$ cat config.mk
export PLATFORM = sky130hd
export DESIGN_NAME = counter_arbiter_flat
export DESIGN_NICKNAME = d
export VERILOG_FILES = /design/src/rtl/counter_arbiter_if.sv /design/src/rtl/counter_arbiter.sv /design/src/flat_wrapper.sv
export SDC_FILE = /design/constraint.sdc
export NUM_CORES = 1
export LEC_CHECK = 0
export CAP_MARGIN = 30
export CORE_ASPECT_RATIO = 1.2
export CORE_MARGIN = 4
export CORE_UTILIZATION = 50
export CTS_CLUSTER_DIAMETER = 100
export CTS_CLUSTER_SIZE = 24
export DETAILED_ROUTE_END_ITERATION = 6
export GPL_ROUTABILITY_DRIVEN = 0
export PLACE_DENSITY = 0.92
export SYNTH_ARGS = -nofsm -noshare
export SYNTH_HDL_FRONTEND = slang
export SYNTH_SLANG_ARGS = --single-unit
$ cat constraint.sdc
create_clock -name clk -period 6.4 [get_ports clk]
set_input_delay 1.28 -clock clk [delete_from_list [all_inputs] [get_ports clk]]
set_output_delay 1.28 -clock clk [all_outputs]
set_load 0.05 [all_outputs]
$ cat src/rtl/counter_arbiter_if.sv
// Bundle of request/grant/counter signals shared between timing clients
// (master side) and the counter_arbiter scheduler (slave side).
interface counter_arbiter_if #(
    parameter int unsigned N = 4,
    parameter int unsigned R = 4
);
    logic [R-1:0]   req;
    logic [R*N-1:0] dur;
    logic [R-1:0]   gnt;
    logic [R-1:0]   done;
    logic           busy;
    logic [N-1:0]   count;

    modport master (
        output req, dur,
        input  gnt, done, busy, count
    );

    modport slave (
        input  req, dur,
        output gnt, done, busy, count
    );
endinterface

$ cat src/rtl/counter_arbiter.sv
// Round-robin scheduler sharing one N-bit interval counter among R
// requesters: grants one requester, counts 0..D, then pulses its done.
module counter_arbiter #(
    parameter int unsigned N = 4,
    parameter int unsigned R = 4
) (
    input  logic              clk,
    input  logic              reset,
    counter_arbiter_if.slave  bus
);
    localparam int unsigned W = (R > 1) ? $clog2(R) : 1;

    localparam logic [0:0] IDLE  = 1'b0;
    localparam logic [0:0] COUNT = 1'b1;

    logic [0:0]   state;
    logic [N-1:0] d_q;
    logic [W-1:0] w_q;
    logic [W-1:0] ptr;
    logic [R-1:0] gnt_q;
    logic [R-1:0] done_q;
    logic         busy_q;
    logic [N-1:0] count_q;

    logic [R-1:0] eligible;
    logic         found;
    logic [W-1:0] idx;
    logic [W-1:0] win;
    logic [W-1:0] ptr_next;
    logic [N-1:0] win_dur;
    logic [R-1:0] win_onehot;

    // Winner search: first eligible index upward from ptr, wrapping modulo R.
    // A requester pulsing done this cycle is masked so it cannot be re-granted
    // straight out of its own completion.
    always_comb begin
        eligible = bus.req & ~done_q;
        found    = 1'b0;
        win      = '0;
        idx      = '0;
        for (int unsigned k = 0; k < R; k++) begin
            idx = W'((32'(ptr) + k) % R);
            if (!found && eligible[idx]) begin
                found = 1'b1;
                win   = idx;
            end
        end
    end

    // Duration, one-hot grant and next pointer for the selected winner.
    always_comb begin
        win_dur = '0;
        for (int unsigned i = 0; i < R; i++) begin
            if (W'(i) == win) begin
                win_dur = bus.dur[i*N +: N];
            end
        end
        win_onehot      = '0;
        win_onehot[win] = 1'b1;
        ptr_next        = (32'(win) + 1 == R) ? '0 : win + 1'b1;
    end

    // Arbitration and interval counting state machine.
    always_ff @(posedge clk) begin
        if (reset) begin
            state   <= IDLE;
            d_q     <= '0;
            w_q     <= '0;
            ptr     <= '0;
            gnt_q   <= '0;
            done_q  <= '0;
            busy_q  <= 1'b0;
            count_q <= '0;
        end else begin
            done_q <= '0;
            case (state)
                IDLE: begin
                    if (found) begin
                        state   <= COUNT;
                        gnt_q   <= win_onehot;
                        busy_q  <= 1'b1;
                        count_q <= '0;
                        d_q     <= win_dur;
                        w_q     <= win;
                        ptr     <= ptr_next;
                    end
                end
                COUNT: begin
                    if (!bus.req[w_q]) begin
                        state   <= IDLE;
                        gnt_q   <= '0;
                        busy_q  <= 1'b0;
                        count_q <= '0;
                    end else if (count_q == d_q) begin
                        state       <= IDLE;
                        gnt_q       <= '0;
                        busy_q      <= 1'b0;
                        count_q     <= '0;
                        done_q[w_q] <= 1'b1;
                    end else begin
                        count_q <= count_q + 1'b1;
                    end
                end
                default: begin
                    state <= IDLE;
                end
            endcase
        end
    end

    assign bus.gnt   = gnt_q;
    assign bus.done  = done_q;
    assign bus.busy  = busy_q;
    assign bus.count = count_q;
endmodule

$ cat src/flat_wrapper.sv
// flat-port wrapper written by rule: the top's interface ports become plain ports
module counter_arbiter_flat 
#(
    parameter int unsigned N = 4,
    parameter int unsigned R = 4
)
  (clk, reset, bus_req, bus_dur, bus_gnt, bus_done, bus_busy, bus_count);
  counter_arbiter_if #(.N(N), .R(R)) bus_i ();
  input  logic clk;
  input  logic reset;
  input wire logic [$bits(bus_i.req)-1:0] bus_req;
  input wire logic [$bits(bus_i.dur)-1:0] bus_dur;
  output wire logic [$bits(bus_i.gnt)-1:0] bus_gnt;
  output wire logic [$bits(bus_i.done)-1:0] bus_done;
  output wire logic [$bits(bus_i.busy)-1:0] bus_busy;
  output wire logic [$bits(bus_i.count)-1:0] bus_count;
  assign bus_i.req = bus_req;
  assign bus_i.dur = bus_dur;
  assign bus_gnt = bus_i.gnt;
  assign bus_done = bus_i.done;
  assign bus_busy = bus_i.busy;
  assign bus_count = bus_i.count;
  counter_arbiter #(.N(N), .R(R)) u_core (.clk(clk), .reset(reset), .bus(bus_i));
endmodule
# Word-level counts from Yosys, hierarchy flattened
# Index checks and enable logic that the tools add are counted.
# totals
ff_bits,22
inputBits,22
output_inout_bits,13
wordCells,89
# op_classes
n_addsub,6
magnitude_cmp,8
eq_ne,7
n_mux,43
bitwise,5
reduce_logical,12
# ops
cell,n
$mux 4,10
$eq 32x3->1 const B,1
$lt 2x3->1 const B,6
$mux 1,17
$pmux 4 s2,2
$bmux 1 s2,5
$mux 2,5
$logic_and 1x1->1,5
$add 2x1->2 const B,2
$add 2x2->2 const B,2
$add 4x1->4 const B,1
$and 4x4->4,1
$demux 1 s2,2
$eq 2x2->1 const A,2
$eq 4x4->1,1
$ge 2x1->1 const B,2
$not 4->4,1
$pmux 1 s2,2
$reduce_and 2->1,2
$reduce_or 4->1,1
$add 2x1->3 const B,1
$logic_not 1->1,3
$ne 3x3->1 const B,1
$not 1->1,3
3 further kinds,3

# Depth between registers and ports, before layout
# logic_depth
word_depth,20
ltp_mapped,10
mapped_depth_nobuf,9

# Least setup slack after synthesis
# OpenSTA, ideal clock, no wires.
# synth_path
path_kind,in2reg
start,input port bus_req[0]
end,register u_core.d_q[0]
setup_time_ps,134
arrival_ps,2891
t_required_ps,6266
path_slack_ps,3375
path_stages,10
n_path_buf,1
path_cell_list,nand2b_1 > o22ai_1 > o21ai_0 > and3_1 > ha_1 > clkbuf_1 > nor2b_1 > a221oi_1 > o31a_1 > a211oi_1
# synth_via
elab_chain_len,18
word_cells_on_any_way,32
cone_classes,eq/ne (3); mux (20); bitwise (1); reduce/logical (8)
# synth_rtl
element,line_no,text
start: declaration,flat_wrapper.sv:11,input wire logic [$bits(bus_i.req)-1:0] bus_req;
$and 4x4->4 *,counter_arbiter.sv:37,eligible = bus.req & ~done_q;
$bmux 1 s2,counter_arbiter.sv:43,if (!found && eligible[idx]) begin
$mux 1 (implied by the code),counter_arbiter.sv:43,
$mux 1,counter_arbiter.sv:43,
$logic_not 1->1,counter_arbiter.sv:43,
$logic_and 1x1->1,counter_arbiter.sv:43,
$mux 1,counter_arbiter.sv:43,
$logic_not 1->1,counter_arbiter.sv:43,
$logic_and 1x1->1,counter_arbiter.sv:43,
$mux 1,counter_arbiter.sv:43,
$logic_not 1->1,counter_arbiter.sv:43,
$logic_and 1x1->1,counter_arbiter.sv:43,
$mux 2 *,counter_arbiter.sv:43,
via u_core.win[0],counter_arbiter.sv:28,logic [W-1:0] win;
$logic_not 2->1,counter_arbiter.sv:54,if (W'(i) == win) begin
$mux 4 (3 in a row),counter_arbiter.sv:54,
$mux 4 *,counter_arbiter.sv:54,
end signal: assignment,counter_arbiter.sv:83,d_q <= win_dur;
end: declaration,counter_arbiter.sv:17,logic [N-1:0] d_q;
# The timed path passes the listed nets; every way through them passes the cells marked *. The select of a mux whose other input is x is not followed.
# A chain may end at the register's enable or synchronous reset.

# Worst setup path in the final report
# layout_path
start,input port bus_req[1]
end,register u_core.d_q[1]
# Same word-level chain as after synthesis.

==> out/qor.yml <==
grt_pass1_vias: 1061
antenna_found_initial: 0
drt-initial-drc-count: 22
ys_seq_area_share_pct: 36.86
period_needed_ns: 3.508
h-tree-depth: 1
finish.net_count: 191
clk_path_buf_depth: 2
finalHoldViolations: 0
pin_count: 35
fp.dieW_um: 52.63
grt_pass1_wl_mm: 4.429
path_buf_inv: 1
cts_inserted_buffers: 3
synth_cell_type_count: 42
hpwl_mm: 2.187
synth_edf_count: 0
grt_overflow_total: 0
min-delay-path-class: "flop to flop"
dieArea_mm2: 0.003239
ant_nets: 0
drive_above_1_share_pct: 6.135
wirelength_mm: 2.676
synth_area_mm2: 0.001195
synth_top_area_share_pct: 36.86
clk_latency_ns: 0.31
fin_skew_ns: 0.002638
clock_sinks: 22
hold_buffers: 0
io_buffers: 34
start_util_pct: 52.36
use_met1_pct: 20.95
grt_use_total_pct: 18.09
yosysMostFrequentCell: "dfxtp_1"
grt.met2_usage_pct: 32.98
maxCapViolCount: 0
startpoint_type: "primary input"
use_met3_pct: 0.7264
worstSetupPathType: "primary input to flop"
grt_busiest_layer: "met2"
required_ns: 6.57
status: "finished clean"
path_cells: "clkdlybuf4s50_1, nor2b_1, o22ai_1, o21ai_0, and3_1, ha_1, nor2b_1, a221oi_1, o31a_1, a211oi_1"
synth.area.top_cells: "dfxtp_1 37%, nor2b_1 6.8%, ha_1 5.2%, a22o_1 5.1%, nand2_1 3.5%"
syn2layout_area_growth_pct: 33.09
num-fill-cells: 196
rows: 19
rsz0062_at_grt: "false"
fin_util_pct: 69.68
synth_flop_cell: "dfxtp_1"
core_mm2: 0.002282
cts-root-buf: "clkbuf_4"
synth_cells: 130
powerDensity_mw_per_mm2: 249.2
max_freq_mhz: 285.1
crit_path_frequent_cell: "nor2b_1"
grt_max_degree: 14
syn_nets: 157
finalSetupViolations: 0
synth_top_area_cell: "dfxtp_1"
syn_avg_cell_area_um2: 9.192
vdd_ir_drop_max_uv: 182.0
post_drt_wl_per_cell_um: 13.79
worstPathMaxFanout: 9
ctsResizeCount: 0
cp.arrival_ns: 3.67
max-slew-margin-rel_pct: 41.36
drt-vias-per-instance: 5.680
finalPower_mw: 0.3963
period_share_pct: 54.81
crit_path_max_incr_delay_ns: 0.52
setup_tns_ns: 0
post-cts-setup-buffer-count: 0
cts_tree: "done"
first_pass_iters: 4
route.vias.total: 1102
cpLargestDelayFamily: "compound AO/OA/AOI/OAI gates"
n_antenna_cell: 0
worstMarginPinSlew_ns: 0.8682
async_flop_share_pct: 0
yosys_warnings: 0
finalMaxSlewViolations: 0
end_kind: "flop"
worst_path_max_delay_cell: "clkdlybuf4s50_1"
drc: 0
power.leakage_nw: 0.6126
synth-seq-cells: 22
clkTransAtPathRegs_ns: 0.12
dieHeight_um: 61.55
synth_common_cells: "22 x dfxtp_1, 13 x nor2b_1, 11 x nand2_1"
## layer usage
layer	vias to the layer above	wire, um
met2	37	1369
met3	8	114
li1	549	-
met4	0	73
met5	-	0
met1	508	1118
## final cells by class
| type | instances | area [um^2] | area share [%] |
|---|---|---|---|
| multi-input combinational | 100 | 723.2 | 45.48 |
| sequential | 22 | 440.4 | 27.69 |
| timing repair buffer | 34 | 340.3 | 21.40 |
| tap | 31 | 38.79 | 2.439 |
| clock buffer | 4 | 36.28 | 2.282 |
| inverter | 3 | 11.26 | 0.7081 |
## flip-flops by register name (all words and copies together), names as in the netlist
| name | flops |
|---|---|
| u_core.bus.count | 4 |
| u_core.bus.done | 4 |
| u_core.bus.gnt | 4 |
| u_core.d_q | 4 |
| u_core.ptr | 2 |
| u_core.w_q | 2 |
| u_core.bus.busy | 1 |
| u_core.state | 1 |
## power breakdown
part | switching, mW | total, mW | internal, mW
registers | 0.0148 | 0.167 | 0.152
logic | 0.0828 | 0.153 | 0.0701
clock network | 0.0414 | 0.0761 | 0.0348
## layout by cell type (no fill, tap or decap), drive strengths merged, types with 2 or more instances in the layout
cell,count
nand2b,5
o21ai,3
nor3b,2
nor2,11
o31a,4
dfxtp,22
nand2,11
xor2,4
nand3,4
o22ai,2
clkdlybuf4s50,34
inv,3
nor2b,13
a221oi,4
clkbuf,4
a21oi,2
a211oi,4
ha,5
a22o,7
## through the flow
| step | setup WS (ns) | std cells | instance area [um^2] | hold slack (ns) |
|---|---|---|---|---|
| after floorplan | 3.375 | 130 | 1195 | 0.4682 |
| after global placement | 2.774 | 190 | 1554 | 0.4613 |
| after detailed placement | 2.606 | 190 | 1554 | 0.4612 |
| after CTS | 2.920 | 194 | 1590 | 0.4946 |
| after global routing | 2.558 | 194 | 1590 | 0.5098 |
| final | 2.892 | 194 | 1590 | 0.4873 |
## logic make-up after synthesis
kind of cell | Yosys count | share of synthesized area (%)
AND/OR/NAND/NOR | 51 | 22.20
AO/OA/AOI/OAI | 37 | 26.60
flip-flops | 22 | 36.86
buffers and inverters | 8 | 2.617
XOR/XNOR | 5 | 3.665
adder cells (fa/ha/maj) | 5 | 5.236
multiplexers | 2 | 2.827
## worst paths after layout
kind / startpoint / slack, ns / to / cells past startpoint
max: bus_req[1] / 2.89 / u_core.d_q[1] / 10
min: u_core.bus.gnt[3] / 0.49 / u_core.bus.gnt[3] / 1
max reg2reg: u_core.bus.done[0] / 3.98 / u_core.d_q[1] / 9
min reg2reg: u_core.bus.gnt[3] / 0.49 / u_core.bus.gnt[3] / 1
Note: power is estimated with default switching activity, not from simulation.
